--- src/rtl/tape_prefetch.sv ---
// tape_prefetch: prefetches a tape image from SDRAM into a small byte FIFO.
//   CLKSYS      system clock, rising edge
//   reset       synchronous active-high reset
//   rewind      pulse: flush the FIFO and restart fetching from byte 0
//   hold        level: block new SDRAM reads while an image download is active
//   file_size   image length in bytes
//   sdram_rd    one-cycle read request strobe
//   sdram_addr  even byte address of the requested word
//   sdram_data  returned word, low byte = even address
//   sdram_ready one-cycle strobe qualifying sdram_data
//   byte_req    consumer pop request
//   byte_out    FIFO head byte (first-word fall-through)
//   byte_valid  FIFO not empty
//   eof         whole image fetched and FIFO drained
//   underrun    sticky: pop requested on an empty FIFO
module tape_prefetch #(
    parameter int DEPTH   = 8,
    parameter int TIMEOUT = 255
) (
    input  logic        CLKSYS,
    input  logic        reset,
    input  logic        rewind,
    input  logic        hold,
    input  logic [24:0] file_size,
    output logic        sdram_rd,
    output logic [24:0] sdram_addr,
    input  logic [15:0] sdram_data,
    input  logic        sdram_ready,
    input  logic        byte_req,
    output logic [7:0]  byte_out,
    output logic        byte_valid,
    output logic        eof,
    output logic        underrun
);
    localparam int AW = $clog2(DEPTH);
    localparam int TW = $clog2(TIMEOUT + 1);

    typedef enum logic [1:0] {S_IDLE, S_REQ, S_WAIT, S_DRAIN} state_t;

    state_t        r_state, w_next;
    logic [7:0]    r_mem [DEPTH];
    logic [AW-1:0] r_wr_ptr, r_rd_ptr, w_wr_nxt;
    logic [AW:0]   r_count;
    // One spare bit so the address can step past a file_size near 2^25
    logic [25:0]   r_fetch_addr, w_size;
    logic [TW-1:0] r_tmo;
    logic          r_underrun;
    logic          w_tmo_hit, w_start, w_tail, w_accept, w_pop;
    logic [1:0]    w_push_n;

    assign w_size    = {1'b0, file_size};
    assign w_tmo_hit = r_tmo == TW'(TIMEOUT - 1);
    // A read is only launched when both bytes of the word are guaranteed to fit
    assign w_start   = !hold && r_fetch_addr < w_size && r_count <= (AW+1)'(DEPTH - 2);
    assign w_tail    = r_fetch_addr + 26'd1 >= w_size;
    assign w_accept  = r_state == S_WAIT && sdram_ready && !rewind;
    assign w_push_n  = !w_accept ? 2'd0 : w_tail ? 2'd1 : 2'd2;
    assign w_pop     = byte_req && r_count != '0 && !rewind;
    assign w_wr_nxt  = r_wr_ptr + 1'b1;

    always_ff @(posedge CLKSYS) begin
        if (reset)
            r_state <= S_IDLE;
        else
            r_state <= w_next;
    end

    always_comb begin
        w_next   = r_state;
        sdram_rd = 1'b0;
        case (r_state)
            S_IDLE:  w_next = (!rewind && w_start) ? S_REQ : S_IDLE;
            S_REQ: begin
                sdram_rd = 1'b1;
                w_next   = rewind ? S_IDLE : S_WAIT;
            end
            // A rewind here leaves a response in flight; DRAIN swallows it
            S_WAIT:  w_next = rewind ? S_DRAIN : sdram_ready ? S_IDLE : w_tmo_hit ? S_REQ : S_WAIT;
            S_DRAIN: w_next = (sdram_ready || w_tmo_hit) ? S_IDLE : S_DRAIN;
        endcase
    end

    // Counts consecutive cycles spent in WAIT or DRAIN; cleared on any transition
    always_ff @(posedge CLKSYS) begin
        if (reset)
            r_tmo <= '0;
        else
            r_tmo <= (w_next == r_state && (r_state == S_WAIT || r_state == S_DRAIN)) ? r_tmo + 1'b1 : '0;
    end

    always_ff @(posedge CLKSYS) begin
        if (reset || rewind) begin
            r_wr_ptr     <= '0;
            r_rd_ptr     <= '0;
            r_count      <= '0;
            r_fetch_addr <= '0;
            r_underrun   <= 1'b0;
        end else begin
            r_wr_ptr <= r_wr_ptr + AW'(w_push_n);
            r_rd_ptr <= r_rd_ptr + AW'(w_pop);
            r_count  <= r_count + (AW+1)'(w_push_n) - (AW+1)'(w_pop);
            if (w_accept)
                r_fetch_addr <= r_fetch_addr + 26'd2;
            if (byte_req && r_count == '0)
                r_underrun <= 1'b1;
        end
    end

    always_ff @(posedge CLKSYS) begin
        if (!reset && w_accept) begin
            r_mem[r_wr_ptr] <= sdram_data[7:0];
            if (!w_tail)
                r_mem[w_wr_nxt] <= sdram_data[15:8];
        end
    end

    assign sdram_addr = r_fetch_addr[24:0];
    assign byte_valid = r_count != '0;
    assign byte_out   = byte_valid ? r_mem[r_rd_ptr] : 8'h00;
    assign underrun   = r_underrun;
    assign eof        = r_fetch_addr >= w_size && r_state == S_IDLE && r_count == '0;
endmodule

--- config.mk ---
export PLATFORM = sky130hd
export DESIGN_NAME = tape_prefetch
export DESIGN_NICKNAME = d
export VERILOG_FILES = /design/src/rtl/tape_prefetch.sv
export SDC_FILE = /design/constraint.sdc
export NUM_CORES = 1
export LEC_CHECK = 0
export ABC_AREA = 1
export BUFFER_PORTS_ARGS = -buffer_cell sky130_fd_sc_hd__buf_2
export CAP_MARGIN = 10
export CORE_AREA = 3 3 130 132
export CTS_BUF_LIST = sky130_fd_sc_hd__clkbuf_8
export DETAILED_ROUTE_END_ITERATION = 8
export DIE_AREA = 0 0 133 135
export PLACE_DENSITY_LB_ADDON = 0.1
export SLEW_MARGIN = 20
export SYNTH_ARGS = -nofsm -noshare
export SYNTH_HDL_FRONTEND = slang
export SYNTH_SLANG_ARGS = --single-unit
--- constraint.sdc ---
create_clock -name CLKSYS -period 4.4 [get_ports CLKSYS]
set_input_delay 0.88 -clock CLKSYS [delete_from_list [all_inputs] [get_ports CLKSYS]]
set_output_delay 0.88 -clock CLKSYS [all_outputs]
set_load 0.1 [all_outputs]
# Word-level counts from Yosys, hierarchy flattened
# Memories as Yosys holds them, arrays and structs flattened. A register that Yosys moved wholly into a read port is not among the register bits.
# Index checks and enable logic that the tools add are counted.
# Widths: inputs -> output; s select.
[word_totals]
ff_bits = 47
out_inout_bits = 37
mem_bits_rw = 64
mem_bits_ro = 0
mem_count = 1
latchBits = 0
[memory_table]
columns = ["name", "words", "word_bits", "read_ports", "rd_ports_with_merged_regs", "wr", "line_no", "text"]
rows = [
  ["r_mem", 8, 8, 1, 1, 2, "41", "logic [7:0] r_mem [DEPTH];"],
]
[op_classes]
n_shift = 0
mul = 0
bitwise = 1
n_eq_ne = 5
muxes = 17
magnitude_cmp = 4
n_reduce_logical = 22
n_div = 0
n_addsub = 8
[op_table]
columns = ["operator", "count"]
rows = [
  ["$ge 26x25->1", 2],
  ["$add 26x1->26 const B", 1],
  ["$add 26x2->26 const B", 1],
  ["$lt 26x25->1", 1],
  ["$mux 2", 7],
  ["$logic_and 1x1->1", 12],
  ["$add 8x1->8 const B", 1],
  ["$eq 8x8->1 const B", 1],
  ["$mux 8", 1],
  ["$pmux 2 s4", 1],
  ["$mux 1", 7],
  ["$add 4x2->4", 1],
  ["$eq 2x2->1 const B", 2],
  ["$le 4x3->1 const B", 1],
  ["$logic_not 4->1", 1],
  ["$reduce_bool 4->1", 1],
  ["$sub 4x1->4", 1],
  ["$add 3x1->3", 1],
  ["$add 3x1->3 const B", 1],
  ["$add 3x2->3", 1],
  ["$logic_not 1->1", 3],
  ["$logic_or 1x1->1", 3],
  ["$mux 3", 1],
  ["$eq 2x1->1 const B", 1],
  ["other kinds (4)", 4],
]

# Logic depth before layout (Yosys ltp)
# Gate-level depths: netlist of the first run.
[logic_depth]
ltp_word = 10
depth_mapped = 21

# Least setup slack after synthesis of the first run
# OpenSTA, ideal clock, no wires.
[synth_path]
path_kind = "input port to output port"
startpoint = "in file_size[24]"
endpoint = "out eof"
arrival_ns = 3.179
path_slack_ns = 0.341
stages = 8
path_buffers = 0
path_cell_list = "inv_1 > ha_1 > inv_1 > nor3_1 > nand2_1 > nor2_1 > nand2_1 > a21oi_1"
[synth_via]
elab_chain_len = 3
[synth_rtl]
columns = ["element", "line_no", "text"]
rows = [
  ["start: declaration", "24", "input logic [24:0] file_size,"],
  ["$ge 26x25->1", "121", "assign eof = r_fetch_addr >= w_size && r_state == S_IDLE && r_count == '0;"],
  ["$logic_and 1x1->1 (2 in series)", "121", ""],
  ["end: declaration", "32", "output logic eof,"],
]
# No other way between the ends.

# Final worst setup path of the first run
[layout_path]
startpoint = "in file_size[23]"
endpoint = "out eof"
# Same word-level chain as after synthesis.

==> results_dict.tcl, run 1 <==
set metrics [dict create \
    placement.io_buffers 82 \
    crit_buf_inv 3 \
    slew_violations 0 \
    place_congestion 0.7966 \
    p_leak_nw 3.360 \
    path_depth 10 \
    syn_area_per_cell_um2 7.510 \
    rsz0062_at_grt "no" \
    fin_crit_sh 0.7990 \
    dieArea_mm2 0.01796 \
    setup-violations-final 0 \
    firstDrtPassIters 6 \
    wl_met3_mm 1.270 \
    holdBufCountCts 0 \
    synth_seq_cells 110 \
    grt_first_pass_wirelength_mm 30.48 \
    clk_latency_ns 0.40 \
    rows 46 \
    cts-root-buf "clkbuf_8" \
    rrSetupSlack_ns 1.30 \
    period_minus_slack_ns 3.516 \
    total_power_mw 1.875 \
    seq_area_frac_synth 0.4040 \
    tns_ns 0 \
    first_iter_violations 585 \
    r2r-start "r_fetch_addr[17]$_SDFFE_PP0P_" \
    fmax_ghz 0.2844 \
    nFillCells 1613 \
    die_h_um 135 \
    htreeDepth 3 \
    drc 0 \
    synth_flop_cell "edfxtp_1" \
    antenna_found_initial 0 \
    synth_edf_count 64 \
    async_flop_share 0 \
    arrival_ns 2.64 \
    wl_per_cell_um 16.10 \
    cp_slowest_cell "buf_2" \
    cts_resized 0 \
    first_global_vias 5649 \
    die_w_um 133 \
    drive_above_1_share 0.1267 \
    rr_worst_depth 15 \
    cp_top_family "simple AND/OR/NAND/NOR gates" \
    syn_area_mm2 0.007037 \
    p_per_area_mw_per_mm2 247.4 \
    diodes 0 \
    clk_path_buf_depth 2 \
    syn_to_final_growth_pct 7.735 \
    hold_path.class "reg2reg" \
    initial_utilization 0.4446 \
    crit_type "in2out" \
    crit_path_end_kind "output port" \
    cp_common_cell "nand2_1" \
    ys_types 38 \
    cts_tree "yes" \
    cp-startpoint "file_size[23]" \
    cts_buffers 9 \
    crit_required_ns 3.52 \
    synth.net_count 1025 \
    finalHoldViolCount 0 \
    coreArea_mm2 0.01583 \
    hpwl_mm 13.35 \
    yosys_warnings 0 \
    antenna_left 0 \
    status "finished, final reports clean" \
    post-cts-setup-buffers 0 \
    num_vias 6205 \
    path_cells "buf_2 -> inv_1 -> ha_1 -> nand2_1 -> nor3_1 -> nand2_1 -> nor2_1 -> nand2_1 -> a21oi_1 -> buf_2" \
    cp_slowest_stage_delay_ns 0.46 \
    viasPerCell 5.227 \
    clk_pin_slew_worst_paths_ns 0.10 \
    regToRegEndpoint "r_count[3]$_SDFF_PP0_" \
    crit_path_end "eof" \
    grt-ovfl-total 0 \
    cp_max_fo 2 \
    num_io_pins 84 \
    netlist_instances 937 \
    cts_sinks 110 \
    relSlewSlack 0.4632 \
    cap_violations 0 \
    grt_max_degree 79 \
    wl_met2_mm 8.423 \
    max-vdd-ir-drop_mv 0.1444 \
    wl_met1_mm 9.145 \
    top_layer "met4" \
    routed_wl_mm 19.12 \
    nNetsFinal 1054 \
    grt.total_usage 0.2145 \
    tightest_slew_ns 0.7999 \
    start_kind "input port" \
    finClkSkew_ns 0.01101 \
]
==> registers in the layout, indices dropped and copies added, names as in the netlist <==
| signal | count |
|---|---|
| r_wr_ptr | 3 |
| r_tmo | 8 |
| r_rd_ptr | 3 |
| r_count | 4 |
| underrun | 1 |
| r_fetch_addr | 25 |
| r_mem | 64 |
| r_state | 2 |
==> layout by cell type, fill, tap and decap left out, types with 9 or more instances in the layout <==
cell,Yosys,routed
o21ai_0,49,49
a21oi_1,30,30
dfxtp_1,46,46
nor2_1,125,125
ha_1,39,39
nand4_1,82,82
xor2_1,13,13
clkbuf_8,0,9
nand2_1,229,229
nand3_1,29,29
edfxtp_1,64,64
buf_4,28,10
buf_2,9,82
inv_1,90,92
==> synth_stat cells (2+ instances only) <==
cell type | n | share of area
a21o_1 | 3 | 0.0032
a21oi_1 | 30 | 0.021
a31oi_1 | 8 | 0.0071
and3_1 | 2 | 0.0018
buf_1 | 13 | 0.0069
buf_2 | 9 | 0.0064
buf_4 | 28 | 0.030
clkbuf_1 | 24 | 0.013
clkinv_1 | 2 | 0.0011
dfxtp_1 | 46 | 0.13
edfxtp_1 | 64 | 0.27
fa_1 | 2 | 0.0057
ha_1 | 39 | 0.069
inv_1 | 90 | 0.048
inv_2 | 2 | 0.0011
nand2_1 | 229 | 0.12
nand3_1 | 29 | 0.021
nand3_2 | 5 | 0.0071
nand4_1 | 82 | 0.073
nor2_1 | 125 | 0.067
nor2_2 | 6 | 0.0053
nor3_1 | 7 | 0.0050
nor3b_1 | 2 | 0.0021
o21ai_0 | 49 | 0.035
o21ai_1 | 3 | 0.0021
o21bai_1 | 2 | 0.0021
o22ai_1 | 8 | 0.0071
xnor2_1 | 6 | 0.0075
xor2_1 | 13 | 0.016
==> per-stage QoR <==
step           hold WS (ns)  setup slack [ns]  utilization  area, um2  cells
3_3_place_gp         0.4444            0.8020       0.4685       7416   1171
5_1_grt              0.4879            0.6908       0.4790       7581   1187
6_report             0.4666            0.8842       0.4790       7581   1187
4_1_cts              0.4711            0.8289       0.4790       7581   1187
2_1_floorplan        0.4297            0.3405            -       7037    937
3_5_place_dp         0.4481            0.7426       0.4685       7416   1171
==> final cells by class <==
type / count / area (um2) / share of cell area
Timing Repair Buffer: 93 / 505.5 / 0.06668
Multi-Input combinational cell: 658 / 3445 / 0.4544
Tap cell: 216 / 270.3 / 0.03565
Clock buffer: 9 / 123.9 / 0.01634
Sequential cell: 110 / 2843 / 0.3750
Inverter: 94 / 352.8 / 0.04654
Clock inverter: 7 / 41.29 / 0.005446
==> how the worst min path moves through the flow <==
stage,start,to,depth (start not counted)
final,r_tmo[0]$_SDFF_PP0_,r_tmo[0]$_SDFF_PP0_,1
after global routing,underrun$_SDFFE_PP0P_,underrun$_SDFFE_PP0P_,2
after CTS,underrun$_SDFFE_PP0P_,underrun$_SDFFE_PP0P_,2
after detailed placement,underrun$_SDFFE_PP0P_,underrun$_SDFFE_PP0P_,2
after global placement,r_tmo[0]$_SDFF_PP0_,r_tmo[0]$_SDFF_PP0_,1
after floorplan,r_tmo[0]$_SDFF_PP0_,r_tmo[0]$_SDFF_PP0_,1
==> per-layer routing <==
| metal | vias up | GRT usage |
|---|---|---|
| li1 | 3153 | - |
| met1 | 2825 | 0.3227 |
| met2 | 210 | 0.3234 |
| met3 | 17 | 0.02720 |
| met4 | 0 | 0.06236 |
| met5 | - | 0 |
==> logic make-up after synthesis <==
logic type | after synthesis | share of synthesized area
XOR/XNOR | 19 | 0.02365
AO/OA/AOI/OAI | 106 | 0.08144
buffers and inverters | 169 | 0.1072
adder cells (fa/ha/maj) | 41 | 0.07504
flip-flops | 110 | 0.4040
AND/OR/NAND/NOR | 491 | 0.3081
other | 1 | 0.0005329
==> power breakdown <==
part	internal [mW]	switching, mW
Clock	0.205	0.371
Sequential	1.09	0.00212
Combinational	0.0537	0.155
Total	1.35	0.528
(Power assumes the default switching activity.)
==> run 2, diff against run 1 <==
Settings changed: ABC_AREA 1 to 0, CORE_AREA 3 3 130 132 to 3 3 127 129, DIE_AREA 0 0 133 135 to 0 0 130 132.
Clock period 4.4 ns to 3.6 ns, I/O delays scaled along.
==> run 2 against run 1 <==
  * Area after synthesis fell by 4.7%
  * Via count down 26%
  * Clock power rose by 39%
  * Sequential cell count is the same
  * Highest routed layer unchanged
  * Hold slack better by 0.025 ns
  * Combinational power grew 13%
  * Clock-buffer cell count stayed put
  * Cell count shrank 28%
  * Die area down 4.4%
==> results_dict.tcl, run 2 <==
set metrics [dict create \
    status "finished, final reports clean" \
    first_global_vias 4642 \
    synth_seq_cells 110 \
    fin_hold_ws_ns 0.4913 \
    coreArea_mm2 0.01515 \
    period_minus_slack_ns 3.441 \
    top_layer "met4" \
    finalHoldViolCount 0 \
    die_h_um 132 \
    final_cell_mix "buf_2, mux2_2, edfxtp_1" \
    yosys.area.top_type_share 0.2865 \
    placement.io_buffers 82 \
    rrSetupSlack_ns 0.33 \
    syn_area_mm2 0.006708 \
    initial_utilization 0.4429 \
    yosys_warnings 0 \
    netlist_instances 589 \
    regToRegEndpoint "r_count[3]$_SDFF_PP0_" \
    antenna_found_initial 0 \
    drive_above_1_share 0.3703 \
    min_to "underrun$_SDFFE_PP0P_" \
    ys_types 55 \
    setup-violations-final 0 \
    synth_area_leader_cell "edfxtp_1" \
    cts_buffers 9 \
    firstDrtPassIters 4 \
    routed_wl_mm 15.33 \
    total_power_mw 2.370 \
    crit_path_end_kind "output port" \
    syn_to_final_growth_pct 14.72 \
    drc 0 \
    top_register "r_mem" \
    arrival_ns 2.72 \
    wl_met1_mm 7.250 \
    hpwl_mm 10.81 \
    r2r-start "r_fetch_addr[7]$_SDFFE_PP0P_" \
    place_congestion 0.7896 \
    cp_max_fo 4 \
    rows 45 \
    max-vdd-ir-drop_mv 0.1565 \
    finalNonFillerCells 855 \
    cts_tree "yes" \
    start_kind "input port" \
    wl_per_cell_um 17.93 \
    tns_ns 0 \
    finClkSkew_ns 0.009906 \
    cap_violations 0 \
    hold_path.class "reg2reg" \
    tightest_slew_ns 0.6863 \
    dieArea_mm2 0.01716 \
    largest_reg_flops 64 \
    antenna_left 0 \
    p_leak_nw 2.888 \
    dpl_cell_area_mm2 0.007431 \
    seq_area_frac_synth 0.4238 \
    htreeDepth 3 \
    wl_met2_mm 7.274 \
    crit_type "in2out" \
    register_area_mm2 0.002843 \
    finalInstanceArea_mm2 0.007695 \
    reg.largest.list "r_mem x64, r_fetch_addr x25, r_tmo x8" \
    wl_met3_um 571 \
    relSlewSlack 0.5419 \
    cts_sinks 110 \
    holdBufCountCts 0 \
    grt_first_pass_wirelength_mm 25.03 \
    clk_path_buf_depth 2 \
    syn_area_per_cell_um2 11.39 \
    clk_pin_slew_worst_paths_ns 0.10 \
    die_w_um 130 \
    first_iter_violations 206 \
    grt-ovfl-total 0 \
    synth_edf_count 64 \
    diodes 0 \
    nNetsFinal 750 \
    rsz0062_at_grt "no" \
    p_per_area_mw_per_mm2 308.0 \
    rr_worst_depth 13 \
    nFillCells 1393 \
    synth.net_count 677 \
    num_vias 4585 \
    viasPerCell 5.363 \
    synth_flop_cell "edfxtp_1" \
    fmax_ghz 0.2906 \
    synth_common_cells "edfxtp_1, mux2_2, nor2_1" \
    multi_input_area_mm2 0.003593 \
    num_io_pins 84 \
    grt.total_usage 0.1892 \
    fin_crit_sh 0.9560 \
    place_inst 836 \
    grt_max_degree 32 \
    clk_latency_ns 0.40 \
    cts-root-buf "clkbuf_8" \
    slew_violations 0 \
    worstHoldStart "underrun$_SDFFE_PP0P_" \
    crit_required_ns 2.88 \
    synth.area.top_cells "edfxtp_1, dfxtp_1, mux2_2, ha_1, mux4_2" \
    async_flop_share 0 \
    hold_depth 2 \
    mostFrequentLayoutCell "buf_2" \
]
## run 2: cell types whose count changed in the layout (fill, tap and decap cells not counted), sizes merged, moves of 10 or more
cell / before / now
nor2: 132 / 55
nand2: 229 / 24
buf: 93 / 109
mux2i: 0 / 10
nand3: 34 / 16
inv: 97 / 48
xnor2: 6 / 20
mux2: 0 / 64
o21ai: 52 / 10
mux4: 0 / 16
a21oi: 31 / 14
nand4: 82 / 11
## run 2: critical path: stages
cell      delay, ns
buf_2          0.07
inv_1          0.06
ha_4           0.28
nand4b_4       0.14
nor4_4         0.33
nand4_1        0.21
o211ai_1       0.37
nor4b_4        0.31
buf_12         0.21
## run 2: cell type report
| class | instances | area share |
|---|---|---|
| Inverter | 45 | 0.02488 |
| Sequential cell | 110 | 0.3694 |
| Clock inverter | 7 | 0.01041 |
| Clock buffer | 9 | 0.01610 |
| Timing Repair Buffer | 109 | 0.08163 |
| Tap cell | 188 | 0.03057 |
| Multi-Input combinational cell | 387 | 0.4670 |
## run 2: report_power, final
| part | switching (mW) | total, mW | internal [mW] |
|---|---|---|---|
| clock | 0.465 | 0.798 | 0.333 |
| combinational | 0.150 | 0.236 | 0.0862 |
| sequential | 0.00487 | 1.34 | 1.33 |
| total | 0.620 | 2.37 | 1.75 |
## run 2: logic make-up after synthesis
family | share of synthesized area
AO/OA/AOI/OAI | 0.07592
adder cells (fa/ha/maj) | 0.07872
flip-flops | 0.4238
multiplexers | 0.1761
other | 0.0005591
buffers and inverters | 0.06976
XOR/XNOR | 0.04048
AND/OR/NAND/NOR | 0.1347
## run 2: layer usage
metal / track usage / vias up
met2: 0.2963 / 77
li1: - / 2273
met3: 0.03444 / 13
met5: 0 / -
met1: 0.2700 / 2222
met4: 0.05081 / 0
## run 2: worst max-delay path by stage
stage / start / end
after floorplan: file_size[17] / eof
after detailed placement: file_size[7] / r_count[3]$_SDFF_PP0_
after global placement: file_size[7] / r_count[3]$_SDFF_PP0_
after CTS: file_size[17] / eof
after global routing: r_fetch_addr[21]$_SDFFE_PP0P_ / eof
final: file_size[24] / eof
## run 2: per-stage QoR
| stage | setup slack (ns) | util |
|---|---|---|
| 2_1_floorplan | -0.1778 | - |
| 3_3_place_gp | 0.02796 | 0.4906 |
| 3_5_place_dp | -0.05556 | 0.4906 |
| 4_1_cts | 0.005713 | 0.5041 |
| 5_1_grt | 0.0006772 | 0.5081 |
| 6_report | 0.1586 | 0.5081 |
## run 2: repair_timing
item                       4_1_cts  5_1_grt
setup buffers                    0        3
setup endpoints to repair        0        1
resized for setup                0        3
==> run 3, diff against run 2 <==
Settings changed: CORE_AREA 3 3 127 129 to 2 2 126 128, DIE_AREA 0 0 130 132 to 0 0 128 130.
Clock period 3.6 ns to 3.4 ns, I/O delays scaled along.
==> run 3 against run 2 <==
  * Largest cell class unchanged
  * Utilization up 0.45 points
  * Hold slack worse by 0.020 ns
  * Sequential share of layout area decreased by 0.88 points
  * Die area fell by 3.0%
  * Cell count grew 1.8%
  * Clock-buffer cell count unchanged
  * Critical endpoint unchanged
==> results_dict.tcl, run 3 (synthesis results as in run 2) <==
set metrics [dict create \
    first_global_vias 4668 \
    period_minus_slack_ns 3.296 \
    grt_max_degree 32 \
    nFillCells 1389 \
    die_h_um 130 \
    rsz0062_at_grt "yes" \
    drive_above_1_share 0.3864 \
    cp_max_fo 2 \
    htreeDepth 3 \
    mostFrequentLayoutCell "buf_2" \
    path_cells "buf_2 -> inv_2 -> ha_4 -> nand4_1 -> nor4_4 -> nand4_1 -> o211ai_1 -> nor4b_4 -> buf_12" \
    switchingPower_mw 0.6132 \
    clk_pin_slew_worst_paths_ns 0.10 \
    max-vdd-ir-drop_mv 0.1617 \
    diodes 0 \
    finalHoldViolCount 0 \
    syn_to_final_growth_pct 17.87 \
    finClkSkew_ns 0.01218 \
    top_register "r_mem" \
    relSlewSlack 0.5421 \
    cts_sinks 110 \
    antenna_found_initial 0 \
    coreArea_mm2 0.01542 \
    initial_utilization 0.4349 \
    tns_ns 0 \
    start_kind "input port" \
    routed_wl_mm 15.18 \
    cts-root-buf "clkbuf_8" \
    slew_violations 0 \
    num_vias 4592 \
    crit_path_end_kind "output port" \
    tightest_slew_ns 0.6869 \
    combPwrFrac 0.104 \
    dpl_cell_area_mm2 0.007616 \
    hold_path.class "reg2reg" \
    crit_required_ns 2.72 \
    nNetsFinal 763 \
    num_io_pins 84 \
    setup-violations-final 0 \
    p_int_mw 1.833 \
    final_cell_mix "buf_2, mux2_2, edfxtp_1" \
    cp_slowest_stage_delay_ns 0.40 \
    grt-ovfl-total 0 \
    setup_slack_ns 0.1040 \
    grt.total_usage 0.1899 \
    p_per_area_mw_per_mm2 309.5 \
    finalInstanceArea_mm2 0.007906 \
    hpwl_mm 10.86 \
    antenna_left 0 \
    clk_path_buf_depth 2 \
    placement.io_buffers 82 \
    holdBufCountCts 0 \
    switching_share 0.2506 \
    cts_buffers 9 \
    register_area_mm2 0.002851 \
    drc 0 \
    viasPerCell 5.278 \
    largest_reg_flops 64 \
    cp_slowest_cell "o211ai_1" \
    grt_first_pass_wirelength_mm 24.14 \
    status "finished, final reports clean" \
    arrival_ns 2.62 \
    fin_crit_sh 0.9694 \
    p_leak_nw 3.008 \
    clk_latency_ns 0.39 \
    crit_type "in2out" \
    cap_violations 0 \
    multi_input_area_mm2 0.003625 \
    preCtsSetupSlack_ns -0.2131 \
    dieArea_mm2 0.01664 \
    firstDrtPassIters 4 \
    rrSetupSlack_ns 0.27 \
    die_w_um 128 \
    fin_hold_ws_ns 0.4717 \
    p_seq_frac 0.578 \
    place_congestion 0.7986 \
    pwr-share-clk 0.319 \
    fmax_ghz 0.3034 \
    first_iter_violations 169 \
    cp_common_cell "nand4_1" \
    reg.largest.list "r_mem x64, r_fetch_addr x25, r_tmo x8" \
    rows 46 \
    fin_util 0.5126 \
    wl_per_cell_um 17.45 \
    cts_tree "yes" \
]
-- run 3: changes by cell type in the layout (fill, tap and decap cells not counted), sizes merged --
cell    previous run  this run
buf              109       122
clkinv             3         2
inv               48        47
-- run 3: cell type report --
| class | count | share of cell area |
|---|---|---|
| clock inverter | 5 | 0.006488 |
| multi-input combinational | 387 | 0.4585 |
| tap | 192 | 0.03038 |
| sequential | 110 | 0.3607 |
| inverter | 45 | 0.02421 |
| clock buffer | 9 | 0.01567 |
| timing repair buffer | 122 | 0.1041 |
-- run 3: routing by layer --
layer  track usage  vias to the layer above  share of wire
met3       0.02788                       13          0.031
met2        0.3397                       71           0.51
li1              -                     2289              -
met4       0.06464                        0          0.015
met5             0                        -              0
met1        0.2360                     2219           0.44
-- run 3: worst paths after layout --
| path | start | to | cells after the start |
|---|---|---|---|
| worst max-delay path | file_size[14] | eof | 9 |
| worst min register to register | underrun$_SDFFE_PP0P_ | underrun$_SDFFE_PP0P_ | 2 |
| worst min-delay path | underrun$_SDFFE_PP0P_ | underrun$_SDFFE_PP0P_ | 2 |
| worst max register to register | r_fetch_addr[12]$_SDFFE_PP0P_ | r_count[3]$_SDFF_PP0_ | 13 |
-- run 3: stage by stage --
step | power [mW] | instances
floorplan | 1.612 | 589
global placement | 1.688 | 854
detailed placement | 1.693 | 854
CTS | 2.471 | 870
global route | 2.542 | 870
finish | 2.447 | 870
-- run 3: power by group through the flow --
| stage | sequential, mW | combinational, mW | clock, mW |
|---|---|---|---|
| finish | 1.41 | 0.254 | 0.780 |
| CTS | 1.41 | 0.254 | 0.803 |
| floorplan | 1.45 | 0.163 | 0 |
| detailed placement | 1.44 | 0.249 | 0 |
| global route | 1.41 | 0.276 | 0.852 |
| global placement | 1.44 | 0.244 | 0 |
-- run 3: repair_timing --
item | 4_1_cts | 5_1_grt
gates resized for setup | 9 | 13
setup buffers | 2 | 1
pin swaps | 4 | 5
endpoints found under the setup margin | 1 | 1
-- run 3: critical path: cells and delay by family --
kind / cells / cell delay, ns
AND/OR/NAND/NOR: 4 / 0.95
AO/OA/AOI/OAI: 1 / 0.40
buffers and inverters: 3 / 0.33
adder cells (fa/ha/maj): 1 / 0.25
